<file path="config.mk">
export PLATFORM = sky130hd
export DESIGN_NAME = program_counter
export DESIGN_NICKNAME = d
export VERILOG_FILES = /design/src/rtl/program_counter.sv
export SDC_FILE = /design/constraint.sdc
export NUM_CORES = 1
export LEC_CHECK = 0
export ABC_AREA = 1
export CAP_MARGIN = 10
export CORE_MARGIN = 2
export CORE_UTILIZATION = 40
export CTS_CLUSTER_DIAMETER = 30
export DETAILED_ROUTE_END_ITERATION = 16
export GPL_TIMING_DRIVEN = 0
export HOLD_SLACK_MARGIN = 0.15
export PLACE_DENSITY = 0.69
export SLEW_MARGIN = 20
export SYNTH_ARGS = -nofsm -noshare
export SYNTH_HDL_FRONTEND = slang
export SYNTH_SLANG_ARGS = --single-unit
</file>
<file path="constraint.sdc">
create_clock -name clk -period 2.2 [get_ports clk]
set_input_delay 0.55 -clock clk [delete_from_list [all_inputs] [get_ports clk]]
set_output_delay 0.55 -clock clk [all_outputs]
set_load 0.1 [all_outputs]
</file>
<file path="src/rtl/program_counter.sv">
// program_counter: picoMIPS fetch address generator; define PC_HALT_DETECT_EN to enable the branch-to-self HALT state
module program_counter #(
  parameter int P_SIZE = 6
) (
  input  logic              clk,
  input  logic              reset,
  input  logic              enable,
  input  logic              branchAbsolute,
  input  logic              branchRelative,
  input  logic [P_SIZE-1:0] target,
  input  logic [P_SIZE-1:0] offset,
  input  logic              waitInst,
  input  logic              ready,
  output logic [P_SIZE-1:0] address,
  output logic              waiting,
  output logic              halted
);
  typedef enum logic [1:0] {RUN, ARM, HOLD, HALT} state_t;
  state_t state, state_n;
  logic [P_SIZE-1:0] addr_n;
  logic [1:0] sync;
  logic ready_s, halt_hit;
  assign ready_s = sync[1];
  assign waiting = state == ARM || state == HOLD;
`ifdef PC_HALT_DETECT_EN
  assign halt_hit = (branchRelative && offset == '0) || (branchAbsolute && target == address);
  assign halted = state == HALT;
`else
  assign halt_hit = 1'b0;
  assign halted = 1'b0;
`endif
  // two-flop synchroniser for the asynchronous ready input, free-running regardless of enable
  always_ff @(posedge clk or posedge reset)
    if (reset) sync <= '0;
    else sync <= {sync[0], ready};
  // PC and FSM state advance only when enabled
  always_ff @(posedge clk or posedge reset)
    if (reset) begin
      state <= RUN;
      address <= '0;
    end else if (enable) begin
      state <= state_n;
      address <= addr_n;
    end
  // next address selection; ARM waits for release, HOLD waits for the next press
  always_comb begin
    state_n = state;
    addr_n = address;
    case (state)
      RUN:
        if (waitInst) state_n = ARM;
        else if (halt_hit) state_n = HALT;
        else addr_n = branchAbsolute ? target : branchRelative ? address + offset : address + P_SIZE'(1);
      ARM:
        if (!ready_s) state_n = HOLD;
      HOLD:
        if (ready_s) begin
          state_n = RUN;
          addr_n = address + P_SIZE'(1);
        end
      default: ;
    endcase
  end
endmodule

</file>
# == Word-level counts from Yosys, hierarchy flattened ==
# Cells that the tools add are included.
# classes
n_reduce_logical,6
addsub,2
eq_ne,6
n_mux,9
# ops
cell,count
two-way mux 6 bit,4
case mux 6 bit (2 select lines),1
"!= test 2 bit, second input constant",4
"adder 6 x 1 -> 6 bit, second input constant",1
adder 6 bit,1
two-way mux 2 bit,3
case mux 2 bit (3 select lines),1
AND reduction 5 bit,1
AND reduction 4 bit,1
nonzero test 3 bit,1
"== test 2 x 1 -> 1 bit, second input constant",1
"== test 2 bit, second input constant",1
logical NOT 2 bit,1
nonzero test 2 bit,1
logical OR 1 bit,1
# totals
out_inout_bits,8
ff_bits,10
input_bits,19

# == Depth between registers and ports, before layout ==
# Gate-level depths: netlist (run 1).
# logic_depth
depth_word,5
mapped_depth,12
mapped_depth_nobuf,12

# == Worst setup path before layout (run 1) ==
# OpenSTA, ideal clock, no wires.
# synth_timing
path_type,flip-flop to flip-flop
start,register address[0]
end,register address[4]
stages_incl_launch_ff,13
arrival_time_ps,2274
n_path_buf,0
period_less_slack_ps,2342
slack_ps,-142
cell_sequence,dfrtp_1 > ha_1 > inv_1 > fa_1 > inv_1 > nand3_1 > a21oi_1 > nor2_1 > nand2_1 > nand2_1 > nand2_1 > nand2_1 > nand2_1
# synth_between
elab_chain_cells,5
elab_cells_between_ends,7
cone_classes,2 x add/sub; 5 x mux
# synth_rtl
item,line_no,rtl
from (decl),14,"output logic [P_SIZE-1:0] address,"
from (signal assigned),43,address <= addr_n;
adder 6 x 1 -> 6 bit / adder 6 bit (equally long branches),"53, 59",
two-way mux 6 bit (2 in series),53,else addr_n = branchAbsolute ? target : branchRelative ? address + offset : address + P_SIZE'(1);
two-way mux 6 bit,51,if (waitInst) state_n = ARM;
case mux 6 bit (2 select lines) (*),49,case (state)
# Mark *: on every way between the ends. The rest lies on a longest branch, timed or not. The select of a mux whose other input is x is not followed.
# A chain may end at the register's enable or synchronous reset.

# == Final worst setup path (run 1) ==
# layout_timing
start,register address[1]
end,output port address[1]
# No word-level cell between the ends.

==> qor.csv, run 1 <==
metric;value;unit
iteration count of the initial detailed-routing pass;4;
DR vias/cell;4.80;
final core occ;0.565;
Hold Path Origin;sync[0]$_DFF_PP0_;
Worst path max stage delay;0.88;ns
peak supply drop;1370;uV
clock buffer depth;2;
reg2reg end;address[5]$_DFFE_PP0P_;
# setup viols final;0;
Die W;52.7;microns
Antenna Cells;0;
max-cap violations;0;
Rows;17;
total gr overflow;0;
first-pass GRT wire length;3640;microns
nets;200;
PnR worst setup slack;0.0402;ns
placement-stage worst setup slack;-0.294;ns
GR Util met3;0.00857;
Worst setup SP type;flop;
RSZ-0062 raised after global routing;no;
Worst R2R Path Depth;10;
synthesized area;950;sq um
FF+latch area;251;sq um
Area Growth Syn to Fin;32.9;%
CTS tree;done;
critical path's top delay family;buffers and inverters;
Final Instance Count excl. Fillers;196;
main combinational cell family by area after synthesis;simple AND/OR/NAND/NOR gates;
Hold Vio Cnt, Final;0;
Setup Skew;0.00271;ns
fin crit share;0.982;
routed wire length;2100;microns
met1 GRT Util;0.202;
Multi-input gate area;587;sq um
syn nets;170;
Yosys cell types;22;
Synth Area in Adders;0.166;
# DRC;0;
P per Cell Area;1510;nW/um^2
H-tree lvl count;1;
sequential share of the synthesized area;0.264;
Hold WS;0.351;ns
crit-path cells;dlygate4sd2_1;
outcome;finished clean;
max-slew violations;0;
Final Critical Period;2.16;ns
min-delay worst type;reg2reg;
wire length per cell;10.7;microns
cell count after synthesis;139;
drt first-iter violations;35;
end of the worst hold path;sync[1]$_DFF_PP0_;
grt met2 use;0.329;
critical path class;reg2out;
Reg clk slew, reported paths;0.07;ns
Top FF cell, synth;dfrtp_1;
I/O Buffers;25;
WP data required;1.65;ns
Worst Path Arrival;1.61;ns
Simple-Gate Fraction of Synth Area;0.278;
CTS Buf Count;3;
Core ar.;2230;sq um
I/O pins;27;
effective utilization at floorplan;0.425;
die height;52.7;microns
post-synth top area share;0.264;
Slew @ Worst Pin;0.957;ns
FMAX;463;MHz
worst reg2reg startpoint;state[0]$_DFFE_PP0P_;
routability cong.;0.817;
gr busiest metal;met2;
Post-CTS Hold Buffers;0;
Slowest-stage cell, CP;dlygate4sd2_1;
Post-synth EDFFs;0;
Synth async-reset ratio;1.00;
Avg Synthesized Cell Area;6.83;sq um
Synth Warn #;0;
Post-CTS Setup Inserts;0;
WHS Path Cells;0;
Clock Latency Late Sink;0.27;ns
Leakage;0.664;nW
Post-Place Cells;192;
CTS root buffer;clkbuf_4;
flip-flop and latch count after synthesis;10;
vias;940;
layout cells sized above 1;0.0714;
xor/xnor share of the synthesized area;0.0184;
crit end category;output port;
reg2reg setup slack;0.37;ns
largest net degree at the start of global routing;11;
Total Routing Usage GR;0.179;
layout filler cell count;230;
vias in the first global route;894;
top cells by count, synth;nand2_1 (36), inv_1 (24), nand3_1 (13);
initial antenna violation count;0;
Crit Path Max Fanout;6;
cell taking the most area after synthesis;dfrtp_1;
Synth Area in Compound Gates;0.152;
antenna-violating nets left;0;
max_slew headroom;0.365;
DIE AREA;2780;sq um
mux share of post-synthesis cell area;0;
CP bufs+invs;1;
clock sink count;10;
most common cell in the netlist;nand2_1;
Synth area leaders;dfrtp_1 (26%), ha_1 (14%), nand2_1 (14%);
hpwl dp;1710;microns
logic make-up after synthesis:
| family | Yosys count |
|---|---|
| flip-flops | 10 |
| AO/OA/AOI/OAI | 25 |
| AND/OR/NAND/NOR | 62 |
| other | 1 |
| adder cells (fa/ha/maj) | 12 |
| buffers and inverters | 27 |
| XOR/XNOR | 2 |
per-stage QoR:
step	instance area, sq um	TNS, ns	power [mW]
finish	1260	0	1.91
global route	1260	0	2.09
CTS	1260	0	1.92
detailed placement	1240	-0.438	1.80
global placement	1240	-0.364	1.77
floorplan	951	0	1.48
report_power, final:
part | internal [mW] | switching [mW]
Sequential | 0.260 | 0.122
Combinational | 0.383 | 0.978
Clock | 0.101 | 0.0649
final cells by class:
cell class | count | area share
plain buffers | 2 | 0.0149
clock buffers | 4 | 0.0287
inverters | 25 | 0.0743
multi-input cells | 102 | 0.465
flip-flops and latches | 10 | 0.199
well taps | 28 | 0.0278
repair buffers | 25 | 0.190
sequential cells by signal, summed over array words and instances, names as in the netlist:
| register | count |
|---|---|
| address | 6 |
| state | 2 |
| sync | 2 |
per-layer routing:
| layer | wire length, microns | part of all wire |
|---|---|---|
| met1 | 954 | 0.45 |
| met2 | 1040 | 0.50 |
| met3 | 69 | 0.033 |
| met4 | 37 | 0.018 |
| met5 | 0 | 0 |
worst max path at each step:
stage | from | endpoint | slack [ns] | depth (start not counted)
floorplan | address[1]$_DFFE_PP0P_ | address[4]$_DFFE_PP0P_ | 0.01 | 11
finish | address[1]$_DFFE_PP0P_ | address[1] | 0.04 | 1
CTS | address[2]$_DFFE_PP0P_ | address[2] | 0.02 | 1
global route | offset[0] | address[4]$_DFFE_PP0P_ | 0.002 | 13
detailed placement | state[0]$_DFFE_PP0P_ | waiting | -0.29 | 3
global placement | state[0]$_DFFE_PP0P_ | waiting | -0.26 | 3
cell usage in the layout (no fill, tap or decap), drive strengths merged:
cell / instances
clkbuf: 4
clkdlybuf4s15: 2
ha: 11
fa: 1
nand4: 1
nor2: 9
xor2: 2
nand3: 13
dlygate4sd2: 4
o21ai: 10
nand2: 36
a31oi: 1
dfrtp: 10
clkdlybuf4s50: 18
inv: 25
o211ai: 3
o221ai: 1
a21oi: 10
conb: 1
and3: 1
buf: 3
or2: 2
repair_timing:
item                                    in CTS  in global routing
gates resized for setup                     11                  2
pin swaps                                    0                  0
endpoints found under the setup margin       7                  2
Power figures use the tool's default switching activity.
==> run 2, diff against run 1 <==
Settings changed: CAP_MARGIN 10 to 20, SLEW_MARGIN 20 to 10.
==> results of run 2 <==
No change in the layout: final DEF, timing and power equal those of run 1.
